**config.mk**
```make
export PLATFORM = sky130hd
export DESIGN_NAME = deshuffle_meta_sched
export DESIGN_NICKNAME = d
export VERILOG_FILES = /design/src/rtl/deshuffle_meta_sched.sv
export SDC_FILE = /design/constraint.sdc
export NUM_CORES = 1
export LEC_CHECK = 0
export BUFFER_PORTS_ARGS = -buffer_cell sky130_fd_sc_hd__buf_2
export CAP_MARGIN = 30
export CELL_PAD_IN_SITES_DETAIL_PLACEMENT = 1
export CELL_PAD_IN_SITES_GLOBAL_PLACEMENT = 1
export CORE_ASPECT_RATIO = 0.75
export CORE_MARGIN = 2
export CORE_UTILIZATION = 43
export DETAILED_ROUTE_END_ITERATION = 16
export GPL_TIMING_DRIVEN = 0
export PLACE_DENSITY_LB_ADDON = 0.25
export SYNTH_ARGS = -nofsm -noshare
export SYNTH_HDL_FRONTEND = slang
export SYNTH_SLANG_ARGS = --single-unit
```
**constraint.sdc**
```tcl
create_clock -name clk_i -period 16.4 [get_ports clk_i]
set_input_delay 3.28 -clock clk_i [delete_from_list [all_inputs] [get_ports clk_i]]
set_output_delay 3.28 -clock clk_i [all_outputs]
set_load 0.05 [all_outputs]
```
**src/rtl/deshuffle_meta_sched.sv**
```systemverilog
// Meta-descriptor scheduler for the DeShuffleUnit: arbitrates two load requesters,
// issues meta records and tracks committed beats per request until it drains.
module deshuffle_meta_sched #(
  parameter int unsigned NrLanes  = 4,
  parameter int unsigned DLEN     = 64,
  parameter int unsigned VlBits   = 16,
  parameter int unsigned IdBits   = 4,
  parameter int unsigned OutstDep = 4,
  localparam int unsigned BeatBytes = NrLanes * DLEN / 8,
  localparam int unsigned CntBits   = VlBits + 3 - $clog2(BeatBytes),
  localparam int unsigned MetaW     = IdBits + 3 + 2 + 6 + 1 + VlBits + CntBits
) (
  input  logic                         clk_i,
  input  logic                         rst_ni,
  input  logic [1:0]                   req_valid_i,
  output logic [1:0]                   req_ready_o,
  input  logic [1:0][IdBits-1:0]       req_id_i,
  input  logic [1:0][2:0]              req_mode_i,
  input  logic [1:0][1:0]              req_sew_i,
  input  logic [1:0][5:0]              req_vd_i,
  input  logic [1:0]                   req_vm_i,
  input  logic [1:0][VlBits-1:0]       req_vstart_i,
  input  logic [1:0][VlBits-1:0]       req_vl_i,
  output logic                         meta_valid_o,
  input  logic                         meta_ready_i,
  output logic [MetaW-1:0]             meta_o,
  input  logic                         cmt_fire_i,
  output logic                         done_valid_o,
  output logic [IdBits-1:0]            done_id_o,
  output logic                         done_src_o,
  output logic                         busy_o,
  output logic                         err_o
);

  localparam int unsigned BytesW    = VlBits + 3;
  localparam int unsigned BeatW     = CntBits + 1;
  localparam int unsigned BeatShift = $clog2(BeatBytes);
  localparam int unsigned PtrW      = $clog2(OutstDep);

  typedef struct packed {
    logic [IdBits-1:0] id;
    logic              src;
    logic [BeatW-1:0]  beats;
  } entry_t;

  // Beat count is one wider than cmt_cnt so a full-length request is representable.
  function automatic logic [BeatW-1:0] calcBeats(input logic [VlBits-1:0] vl,
                                                 input logic [VlBits-1:0] vstart,
                                                 input logic [1:0]        sew);
    logic [BytesW-1:0] bytes;
    logic [BytesW:0]   rounded;
    logic [BeatW-1:0]  res;
    bytes   = BytesW'(vl - vstart) << sew;
    rounded = {1'b0, bytes} + (BytesW + 1)'(BeatBytes - 1);
    if (vl <= vstart) res = '0;
    else              res = BeatW'(rounded >> BeatShift);
    return res;
  endfunction

  logic               metaValid_q, metaValid_d;
  logic [MetaW-1:0]   meta_q, meta_d;
  logic               rrPtr_q, rrPtr_d;
  logic [PtrW:0]      wrPtr_q, wrPtr_d, rdPtr_q, rdPtr_d;
  logic [CntBits-1:0] beatCnt_q, beatCnt_d;
  logic               doneValid_q, doneValid_d;
  logic [IdBits-1:0]  doneId_q, doneId_d;
  logic               doneSrc_q, doneSrc_d;
  logic               zeroPend_q, zeroPend_d;
  logic               err_q, err_d;
  entry_t             queue_q [OutstDep];

  logic [1:0][BeatW-1:0] beats;
  logic [1:0]            zeroLen;
  logic                  cand, slotFree, grant, grantNz, grantZ;
  logic                  empty, full, pop;
  logic [CntBits-1:0]    cmtCnt;
  entry_t                head;

  always_comb begin
    for (int p = 0; p < 2; p++) begin
      beats[p]   = calcBeats(req_vl_i[p], req_vstart_i[p], req_sew_i[p]);
      zeroLen[p] = (beats[p] == '0);
    end
  end

  assign empty = (wrPtr_q == rdPtr_q);
  assign full  = (wrPtr_q[PtrW-1:0] == rdPtr_q[PtrW-1:0]) && (wrPtr_q[PtrW] != rdPtr_q[PtrW]);
  assign head  = queue_q[rdPtr_q[PtrW-1:0]];
  assign pop   = cmt_fire_i && !empty && ({1'b0, beatCnt_q} == head.beats - BeatW'(1));

  // Zero-length requests wait for a fully idle pipe so their done pulse stays in order.
  always_comb begin
    cand = rrPtr_q;
    if (!req_valid_i[rrPtr_q]) cand = ~rrPtr_q;
    slotFree = !metaValid_q || meta_ready_i;
    grant    = 1'b0;
    if (rst_ni && req_valid_i[cand])
      grant = zeroLen[cand] ? (empty && !metaValid_q) : (slotFree && !full);
    grantNz     = grant && !zeroLen[cand];
    grantZ      = grant && zeroLen[cand];
    req_ready_o = grant ? (2'b01 << cand) : 2'b00;
    cmtCnt      = CntBits'(beats[cand] - BeatW'(1));
  end

  always_comb begin
    metaValid_d = metaValid_q;
    meta_d      = meta_q;
    rrPtr_d     = rrPtr_q;
    wrPtr_d     = wrPtr_q;
    rdPtr_d     = rdPtr_q;
    beatCnt_d   = beatCnt_q;
    doneValid_d = pop || grantZ;
    doneId_d    = doneId_q;
    doneSrc_d   = doneSrc_q;
    zeroPend_d  = grantZ;
    err_d       = err_q || (cmt_fire_i && empty);

    if (metaValid_q && meta_ready_i) metaValid_d = 1'b0;
    if (grantNz) begin
      metaValid_d = 1'b1;
      meta_d      = {req_id_i[cand], req_mode_i[cand], req_sew_i[cand], req_vd_i[cand],
                     req_vm_i[cand], req_vstart_i[cand], cmtCnt};
      wrPtr_d     = wrPtr_q + 1'b1;
    end
    if (grant) rrPtr_d = ~cand;

    if (cmt_fire_i && !empty) begin
      if (pop) begin
        beatCnt_d = '0;
        rdPtr_d   = rdPtr_q + 1'b1;
        doneId_d  = head.id;
        doneSrc_d = head.src;
      end else begin
        beatCnt_d = beatCnt_q + 1'b1;
      end
    end
    if (grantZ) begin
      doneId_d  = req_id_i[cand];
      doneSrc_d = cand;
    end
  end

  always_ff @(posedge clk_i or negedge rst_ni) begin
    if (!rst_ni) begin
      metaValid_q <= 1'b0;
      meta_q      <= '0;
      rrPtr_q     <= 1'b0;
      wrPtr_q     <= '0;
      rdPtr_q     <= '0;
      beatCnt_q   <= '0;
      doneValid_q <= 1'b0;
      doneId_q    <= '0;
      doneSrc_q   <= 1'b0;
      zeroPend_q  <= 1'b0;
      err_q       <= 1'b0;
    end else begin
      metaValid_q <= metaValid_d;
      meta_q      <= meta_d;
      rrPtr_q     <= rrPtr_d;
      wrPtr_q     <= wrPtr_d;
      rdPtr_q     <= rdPtr_d;
      beatCnt_q   <= beatCnt_d;
      doneValid_q <= doneValid_d;
      doneId_q    <= doneId_d;
      doneSrc_q   <= doneSrc_d;
      zeroPend_q  <= zeroPend_d;
      err_q       <= err_d;
    end
  end

  // Entry storage needs no reset: the pointers alone define which slots are live.
  always_ff @(posedge clk_i) begin
    if (grantNz) queue_q[wrPtr_q[PtrW-1:0]] <= '{id: req_id_i[cand], src: cand, beats: beats[cand]};
  end

  assign meta_valid_o = metaValid_q;
  assign meta_o       = meta_q;
  assign done_valid_o = doneValid_q;
  assign done_id_o    = doneId_q;
  assign done_src_o   = doneSrc_q;
  assign busy_o       = metaValid_q || !empty || zeroPend_q;
  assign err_o        = err_q;

endmodule

```
==> impl_metrics.env, run 1 <==
export IMPL_status="finished clean"
export IMPL_max_slew_margin=0.2988
export IMPL_setup_violations=0
export IMPL_crit_fanout=10
export IMPL_cts_tree="done"
export IMPL_antenna_found_initial=0
export IMPL_hold_start="err_o"
export IMPL_synth_fp_nets=1381
export IMPL_first_global_vias=11220
export IMPL_viasPerCell=6.156
export IMPL_final_hold_viol_count=0
export IMPL_cts_inserted_buffers=17
export IMPL_placed_cells=1748
export IMPL_grt_max_degree=42
export IMPL_syn_area_um2=11760
export IMPL_postSynthCellCount=1235
export IMPL_area_growth_pct=16.54
export IMPL_max_freq_ghz=0.08619
export IMPL_path_cells="buf_2 -> ha_1 -> fa_1 -> nand2b_1 -> a2111oi_4 -> o22ai_1 -> o21ai_1 -> xor2_1 -> o211ai_1 -> nand4b_2 -> or4_4 -> o211ai_2 -> and3_1 -> buf_6 -> or2_1 -> buf_2 -> a21oi_1 -> buf_2"
export IMPL_fin_worst_skew_ns=0.009946
export IMPL_synth_async_reset_ratio=0.4872
export IMPL_ctsResizeCount=0
export IMPL_ys_warn_count=0
export IMPL_die_w_um=195.0
export IMPL_insertion_delay_ns=0.45
export IMPL_yosysTopAreaCellShare=0.2042
export IMPL_drt_iter0_markers=699
export IMPL_slew_violations=0
export IMPL_r2r_setup_slack_ns=11.51
export IMPL_finalCritPeriodShare=0.7075
export IMPL_hold_path_class="register to register"
export IMPL_yosys_register_bits=156
export IMPL_vias=10960
export IMPL_design_die_area_um2=28710
export IMPL_grt_setup_unrepaired="false"
export IMPL_num_fill_cells=3151
export IMPL_grt_pass1_wl_um=64380
export IMPL_fin_crit_ns=11.60
export IMPL_seq_area_frac_synth=0.3659
export IMPL_worstSetupStartpointType="input pin"
export IMPL_reg2reg_to="done_src_o"
export IMPL_crit_path_max_incr_delay_ns=0.60
export IMPL_die_h_um=147.2
export IMPL_cts_htree_levels=4
export IMPL_route_met3_wl_um=2700
export IMPL_path_depth=18
export IMPL_syn_area_per_cell_um2=9.524
export IMPL_worstPathArrival_ns=8.32
export IMPL_endpoint_kind="output pin"
export IMPL_drt_met1_wl_um=19150
export IMPL_hold_buffers=0
export IMPL_drv_cap=0
export IMPL_coreArea_um2=26940
export IMPL_power_density_nw_per_um2=136.3
export IMPL_synth_edff_count=80
export IMPL_place_area_um2=13110
export IMPL_synth_cell_types=98
export IMPL_timing_setup_tns_ns=0
export IMPL_boundaryPins=159
export IMPL_ctsLongestPathBuffers=2
export IMPL_crit_start="req_vstart_i[16]"
export IMPL_worst_slew_pin_slew_ns=1.038
export IMPL_cts_sinks=156
export IMPL_gr_total_overflow=0
export IMPL_place_gp_congestion=0.9397
export IMPL_ant_nets=0
export IMPL_instances_no_fill=1781
export IMPL_path_buf_inv=4
export IMPL_postCtsSetupBuffers=0
export IMPL_cp_common_cell="buf_2"
export IMPL_fin_area_um2=13710
export IMPL_p_leak_nw=5.732
export IMPL_worstSetupPathType="input pin to output pin"
export IMPL_peakVddDrop_mv=0.1096
export IMPL_start_util=0.4367
export IMPL_gr_usage_all_layers=0.2893
export IMPL_highest_layer="met4"
export IMPL_place_port_buffers=157
export IMPL_drive_above_1_share=0.2105
export IMPL_drcViolationCount=0
export IMPL_critical_path_required_ns=13.12
export IMPL_crit_family="simple AND/OR/NAND/NOR gates"
export IMPL_totalWireLength_um=40680
export IMPL_dp_hpwl_um=31650
export IMPL_synthTopCellsByArea="edfxtp_1 (20%), dfrtp_1 (16%), o21ai_0 (5.1%)"
export IMPL_clk_pin_slew_worst_paths_ns=0.06
export IMPL_synth_area_leader_cell="edfxtp_1"
export IMPL_post_drt_wl_per_cell_um=22.84
export IMPL_cp_endpoint="req_ready_o[1]"
export IMPL_ys_flop_type="edfxtp_1"
export IMPL_cts_root_buf="clkbuf_16"
export IMPL_drt_pass1_iter_count=5
export IMPL_num_rows=52
export IMPL_timing_rr_start="rdPtr_q[0]"
export IMPL_num_nets_final=1563
export IMPL_slowest_stage="or4_4"
export IMPL_wl_met2_um=18070
export IMPL_worstRegToRegCells=13
export IMPL_diodes=0
[metal layers]
layer  GRT usage  vias to the layer above
met3     0.05647                       54
met5           0                        -
met2      0.4473                      344
li1            -                     5057
met4     0.07519                        0
met1      0.4159                     5508
[layout by cell type (no fill, tap or decap), drive strengths merged, types with 42 or more instances in the layout]
cell,synthesis,final
nor2,77,77
a21oi,67,67
nand2,78,78
inv,67,74
dfrtp,76,76
xnor2,51,51
ha,42,42
clkbuf,43,63
buf,26,188
edfxtp,80,80
o21ai,125,125
[power by group]
| group | internal, mW | total [mW] | leakage (nW) | switching [mW] |
|---|---|---|---|---|
| combinational | 0.268 | 0.888 | 3.75 | 0.620 |
| sequential | 0.517 | 0.570 | 1.70 | 0.0530 |
| clock | 0.228 | 0.410 | 0.286 | 0.182 |
[state kept, by name, summed over array words and instances, names as in the netlist]
name / cells
beatCnt_q: 14
done_id_o: 4
done_src_o: 1
done_valid_o: 1
err_o: 1
meta_o: 46
meta_valid_o: 1
queue_q: 80
rdPtr_q: 3
rrPtr_q: 1
wrPtr_q: 3
zeroPend_q: 1
[per-stage QoR]
stage	setup slack [ns]	util	power [mW]	hold slack, ns
6_report	4.797	0.5089	1.868	0.4792
3_3_place_gp	4.998	0.4822	1.416	0.4541
3_5_place_dp	4.897	0.4869	1.455	0.4655
4_1_cts	4.853	0.5086	1.868	0.4817
5_1_grt	4.495	0.5089	1.961	0.4917
2_1_floorplan	5.408	-	1.188	0.4617
[logic make-up (layout without fill, tap and decap cells)]
kind of cell / Yosys count / in the layout / synth area share
AO/OA/AOI/OAI: 379 / 379 / 0.2198
AND/OR/NAND/NOR: 373 / 373 / 0.1716
flip-flops: 156 / 156 / 0.3659
buffers and inverters: 138 / 333 / 0.04957
XOR/XNOR: 77 / 77 / 0.05733
multiplexers: 68 / 68 / 0.08776
adder cells (fa/ha/maj): 44 / 44 / 0.04808
[synthesized netlist by cell type (all sizes together), types with 11 or more instances]
cell / n
and3: 18
nor4: 27
buf: 26
ha: 42
or2: 11
mux4: 23
a21oi: 67
nor3: 23
nand3: 40
dfrtp: 76
o21ai: 125
mux2: 21
nor2: 77
a21o: 26
nand4: 16
a31oi: 11
a211oi: 15
edfxtp: 80
and2: 19
nand2: 78
xnor2: 51
o211ai: 13
mux2i: 24
clkbuf: 43
inv: 67
xor2: 26
[worst min path at each step]
stage | slack (ns) | cells past startpoint | endpoint
global route | 0.49 | 1 | err_o
CTS | 0.48 | 1 | err_o
finish | 0.48 | 1 | err_o
global placement | 0.45 | 1 | err_o
detailed placement | 0.47 | 1 | err_o
floorplan | 0.46 | 1 | wrPtr_q[2]
[final cells by class]
type / count / area (µm²) / area share
inverter: 69 / 259.0 / 0.01889
sequential: 156 / 4304 / 0.3140
clock inverter: 13 / 153.9 / 0.01123
tap: 351 / 439.2 / 0.03204
clock buffer: 19 / 432.9 / 0.03158
timing repair buffer: 163 / 913.4 / 0.06663
multi-input combinational: 941 / 6882 / 0.5020
buffer: 69 / 324.1 / 0.02364
Note: power is estimated with default switching activity, not from simulation.
==> run 2, diff against run 1 <==
Settings changed: CORE_UTILIZATION 43 to 41.
Clock period 16.4 ns to 10.5 ns, I/O delays scaled along.
==> run 2 against run 1 <==
Clock skew rose by 0.0046 ns. Non-clock buffer count rose by 1. Via count fell by 0.47%. First-iteration DRC count fell by 6.0%. Largest cell class unchanged.
==> impl_metrics.env, run 2 (same netlist as run 1, synthesis figures left out) <==
export IMPL_drcViolationCount=0
export IMPL_status="finished clean"
export IMPL_layout_commonest_cell="buf_2"
export IMPL_slowest_stage="or4_4"
export IMPL_hold_buffers=0
export IMPL_worstSetupStartpointType="input pin"
export IMPL_cp_common_cell="buf_2"
export IMPL_finalCritPeriodShare=0.8749
export IMPL_cts_sinks=156
export IMPL_boundaryPins=159
export IMPL_peakVddDrop_mv=0.1850
export IMPL_drt_pass1_iter_count=5
export IMPL_start_util=0.4183
export IMPL_num_nets_final=1564
export IMPL_final_cell_mix="buf_2 (173), o21ai_0 (120), edfxtp_1 (80)"
export IMPL_instances_no_fill=1816
export IMPL_vias=10910
export IMPL_place_area_um2=13190
export IMPL_drive_above_1_share=0.2096
export IMPL_final_util=0.4896
export IMPL_ctsResizeCount=0
export IMPL_register_area_um2=4304
export IMPL_worstRegToRegCells=13
export IMPL_hold_path_class="register to register"
export IMPL_cts_root_buf="clkbuf_16"
export IMPL_placed_cells=1784
export IMPL_place_gp_congestion=0.8954
export IMPL_num_fill_cells=3363
export IMPL_clk_pin_slew_worst_paths_ns=0.06
export IMPL_place_port_buffers=157
export IMPL_postCtsSetupBuffers=0
export IMPL_diodes=0
export IMPL_holdPathStages=1
export IMPL_area_growth_pct=17.04
export IMPL_timing_setup_tns_ns=0
export IMPL_viasPerCell=6.008
export IMPL_num_rows=53
export IMPL_multi_input_area_um2=6882
export IMPL_post_drt_wl_per_cell_um=21.97
export IMPL_path_cells="buf_2 -> ha_1 -> fa_1 -> nand2b_1 -> a2111oi_4 -> o22ai_1 -> o21ai_1 -> xor2_1 -> o211ai_1 -> nand4b_2 -> or4_4 -> o211ai_2 -> and3_1 -> buf_6 -> or2_1 -> buf_2 -> a21oi_1 -> buf_2"
export IMPL_die_w_um=199.6
export IMPL_grt_pass1_wl_um=62970
export IMPL_worstPathArrival_ns=7.09
export IMPL_slew_violations=0
export IMPL_grt_setup_unrepaired="false"
export IMPL_design_die_area_um2=30070
export IMPL_crit_fanout=10
export IMPL_totalWireLength_um=39890
export IMPL_drv_cap=0
export IMPL_coreArea_um2=28120
export IMPL_largest_reg_flops=80
export IMPL_fin_total_pwr_mw=2.904
export IMPL_endpoint_kind="output pin"
export IMPL_cts_inserted_buffers=17
export IMPL_gr_usage_all_layers=0.2733
export IMPL_worst_slew_pin_slew_ns=0.9977
export IMPL_max_slew_margin=0.3262
export IMPL_critical_path_required_ns=8.40
export IMPL_cts_htree_levels=4
export IMPL_setup_violations=0
export IMPL_gr_total_overflow=0
export IMPL_crit_path_max_incr_delay_ns=0.60
export IMPL_insertion_delay_ns=0.45
export IMPL_max_freq_ghz=0.1089
export IMPL_final_hold_viol_count=0
export IMPL_p_leak_nw=5.742
export IMPL_power_density_nw_per_um2=210.9
export IMPL_ctsLongestPathBuffers=2
export IMPL_fin_worst_skew_ns=0.01452
export IMPL_dp_hpwl_um=30990
export IMPL_ant_nets=0
export IMPL_die_h_um=150.7
export IMPL_antenna_found_initial=0
export IMPL_fin_area_um2=13770
export IMPL_fin_crit_ns=9.186
export IMPL_grt_max_degree=50
export IMPL_first_global_vias=11020
export IMPL_cts_tree="done"
export IMPL_worstSetupPathType="input pin to output pin"
export IMPL_drt_iter0_markers=657
run 2: cell count changes in the layout (fill, tap and decap cells not counted), sizes merged:
| cell | delta |
|---|---|
| inv | -6 |
| clkbuf | +3 |
| clkinv | +3 |
| buf | +2 |
| bufinv | -1 |
run 2: per-stage QoR:
step | setup WS (ns) | hold slack (ns)
floorplan | 1.868 | 0.4617
global placement | 1.436 | 0.4628
detailed placement | 1.390 | 0.4769
CTS | 1.368 | 0.4905
global route | 1.043 | 0.5086
finish | 1.314 | 0.4875
run 2: final cells by class:
type | instances | area share
flip-flops and latches | 156 | 0.3126
inverters | 69 | 0.01881
well taps | 385 | 0.03499
repair buffers | 164 | 0.06816
clock inverters | 9 | 0.006362
multi-input cells | 941 | 0.4999
plain buffers | 69 | 0.02354
clock buffers | 23 | 0.03563
run 2: power breakdown:
part	switching (mW)	total (mW)	internal, mW
Combinational	0.968	1.39	0.420
Sequential	0.0844	0.892	0.807
Clock	0.269	0.624	0.355
Total	1.32	2.90	1.58
run 2: worst paths after layout:
path	slack, ns	startpoint	end
setup / recovery	1.31	req_vstart_i[16]	req_ready_o[1]
hold / removal	0.49	err_o	err_o
setup reg to reg	5.73	rdPtr_q[0]	done_id_o[0]
hold reg to reg	0.49	err_o	err_o
max in group asynchronous	8.24	rst_ni	beatCnt_q[0]
min in group asynchronous	1.61	rst_ni	meta_o[18]
run 2: worst max-delay path, delay by kind of cell:
kind                       cells  cell delay (ns)
buffers and inverters          4             0.90
AOI/OAI and AO/OA              6             1.42
adders and majority gates      2             0.64
and+or+nand+nor                5             1.53
xor gates and xnor gates       1             0.49
run 2: layer usage:
layer / GRT usage / wire, µm / vias to the layer above
met3: 0.04861 / 2330 / 47
met5: 0 / 0 / -
met4: 0.06778 / 673 / 0
met2: 0.4165 / 17620 / 329
li1: - / - / 5049
met1: 0.4006 / 19270 / 5486
==> run 3, diff against run 2 <==
Settings changed: BUFFER_PORTS_ARGS -buffer_cell sky130_fd_sc_hd__buf_2 to -buffer_cell sky130_fd_sc_hd__clkbuf_2, GPL_ROUTABILITY_DRIVEN set to 0.
==> run 3 against run 2 <==
Flip-flop and latch count did not move. Count of clock-buffer cells in the layout is 5 lower. Largest power group unchanged. Largest cell class unchanged. Worst setup slack lost 0.083 ns.
==> impl_metrics.env, run 3 (same netlist as run 1, synthesis figures left out) <==
export IMPL_status="finished clean"
export IMPL_setup_violations=0
export IMPL_largest_reg_flops=80
export IMPL_worstSetupStartpointType="input pin"
export IMPL_place_ws_ns=1.309
export IMPL_num_rows=53
export IMPL_drive_above_1_share=0.2112
export IMPL_endpoint_kind="output pin"
export IMPL_worstPathArrival_ns=7.17
export IMPL_worstRegToRegCells=13
export IMPL_max_slew_margin=0.3005
export IMPL_final_cell_mix="clkbuf_2 (156), o21ai_0 (120), edfxtp_1 (80)"
export IMPL_clk_pin_slew_worst_paths_ns=0.07
export IMPL_start_util=0.4183
export IMPL_drv_cap=0
export IMPL_grt_pass1_wl_um=63010
export IMPL_viasPerCell=5.973
export IMPL_first_global_vias=10950
export IMPL_fin_worst_skew_ns=0.01343
export IMPL_crit_family="simple AND/OR/NAND/NOR gates"
export IMPL_grt_max_degree=47
export IMPL_crit_path_max_incr_delay_ns=0.61
export IMPL_power_density_nw_per_um2=212.9
export IMPL_final_hold_viol_count=0
export IMPL_layout_commonest_cell="clkbuf_2"
export IMPL_gr_total_overflow=0
export IMPL_worstSetupPathType="input pin to output pin"
export IMPL_slew_violations=0
export IMPL_hold_start="err_o"
export IMPL_insertion_delay_ns=0.45
export IMPL_whs_endpoint="err_o"
export IMPL_die_w_um=199.6
export IMPL_slowest_stage="or4_4"
export IMPL_critical_path_required_ns=8.40
export IMPL_final_util=0.4897
export IMPL_diodes=0
export IMPL_die_h_um=150.7
export IMPL_timing_setup_tns_ns=0
export IMPL_cts_sinks=156
export IMPL_drt_iter0_markers=806
export IMPL_placed_cells=1782
export IMPL_fin_crit_ns=9.269
export IMPL_gr_usage_all_layers=0.2754
export IMPL_num_nets_final=1563
export IMPL_place_port_buffers=157
export IMPL_dp_hpwl_um=31240
export IMPL_cp_common_cell="clkbuf_2"
export IMPL_ctsResizeCount=0
export IMPL_boundaryPins=159
export IMPL_cts_htree_levels=4
export IMPL_grt_setup_unrepaired="false"
export IMPL_r2r_setup_slack_ns=5.55
export IMPL_totalWireLength_um=40190
export IMPL_setup_ws_ns=1.231
export IMPL_cts_tree="done"
export IMPL_vias=10840
export IMPL_drcViolationCount=0
export IMPL_max_freq_ghz=0.1079
export IMPL_path_buf_inv=4
export IMPL_drt_pass1_iter_count=7
export IMPL_hold_path_class="register to register"
export IMPL_holdPathStages=1
export IMPL_finalCritPeriodShare=0.8827
export IMPL_cts_root_buf="clkbuf_16"
export IMPL_timing_rr_start="rdPtr_q[0]"
export IMPL_ant_nets=0
export IMPL_design_die_area_um2=30070
export IMPL_ctsLongestPathBuffers=2
export IMPL_area_growth_pct=17.06
export IMPL_post_drt_wl_per_cell_um=22.14
export IMPL_postCtsSetupBuffers=0
export IMPL_peakVddDrop_mv=0.1338
export IMPL_instances_no_fill=1815
export IMPL_antenna_found_initial=0
export IMPL_p_leak_nw=5.747
export IMPL_coreArea_um2=28120
export IMPL_hold_buffers=0
export IMPL_path_cells="clkbuf_2 -> ha_1 -> fa_1 -> nand2b_1 -> a2111oi_4 -> o22ai_1 -> o21ai_1 -> xor2_1 -> o211ai_1 -> nand4b_2 -> or4_4 -> o211ai_2 -> and3_1 -> buf_6 -> or2_1 -> buf_2 -> a21oi_1 -> clkbuf_2"
export IMPL_worst_slew_pin_slew_ns=1.046
export IMPL_cts_inserted_buffers=17
export IMPL_reg2reg_to="done_id_o[2]"
export IMPL_crit_fanout=10
## run 3: how the worst max path moves through the flow
stage	start	to	slack [ns]	depth (start not counted)
floorplan	req_vl_i[16]	req_ready_o[0]	1.87	17
global placement	req_vstart_i[16]	req_ready_o[1]	1.37	18
detailed placement	req_vstart_i[16]	req_ready_o[1]	1.31	18
CTS	req_vstart_i[16]	req_ready_o[1]	1.25	18
global route	req_vstart_i[16]	req_ready_o[1]	0.92	18
finish	req_vstart_i[16]	req_ready_o[1]	1.23	18
## run 3: metal layers
metal	up-vias	share of wire	track usage
li1	5060	-	-
met1	5436	0.48	0.3995
met2	301	0.44	0.4186
met3	42	0.059	0.05018
met4	2	0.018	0.07333
met5	-	0.0027	0.02694
## run 3: stage by stage
stage / hold WS [ns] / cell area [µm²] / total power [mW]
after floorplan: 0.4617 / 11760 / 1.855
after global placement: 0.4567 / 13030 / 2.219
after detailed placement: 0.4830 / 13160 / 2.273
after CTS: 0.5070 / 13760 / 2.930
after global routing: 0.5181 / 13770 / 3.072
final: 0.5100 / 13770 / 2.932
## run 3: final cells by class
type                       instances  area, µm²
inverter                          69      259.0
multi-input combinational        941       6882
clock inverter                    14      158.9
tap                              385      481.7
fill                            3281      14350
clock buffer                      18      439.2
sequential                       156       4304
timing repair buffer             163      920.9
buffer                            69      324.1
## run 3: report_power, final
part | switching [mW] | internal [mW] | leakage, nW | total (mW)
logic | 0.972 | 0.415 | 3.77 | 1.39
clock network | 0.289 | 0.361 | 0.283 | 0.651
registers | 0.0869 | 0.807 | 1.70 | 0.894
total | 1.35 | 1.58 | 5.75 | 2.93
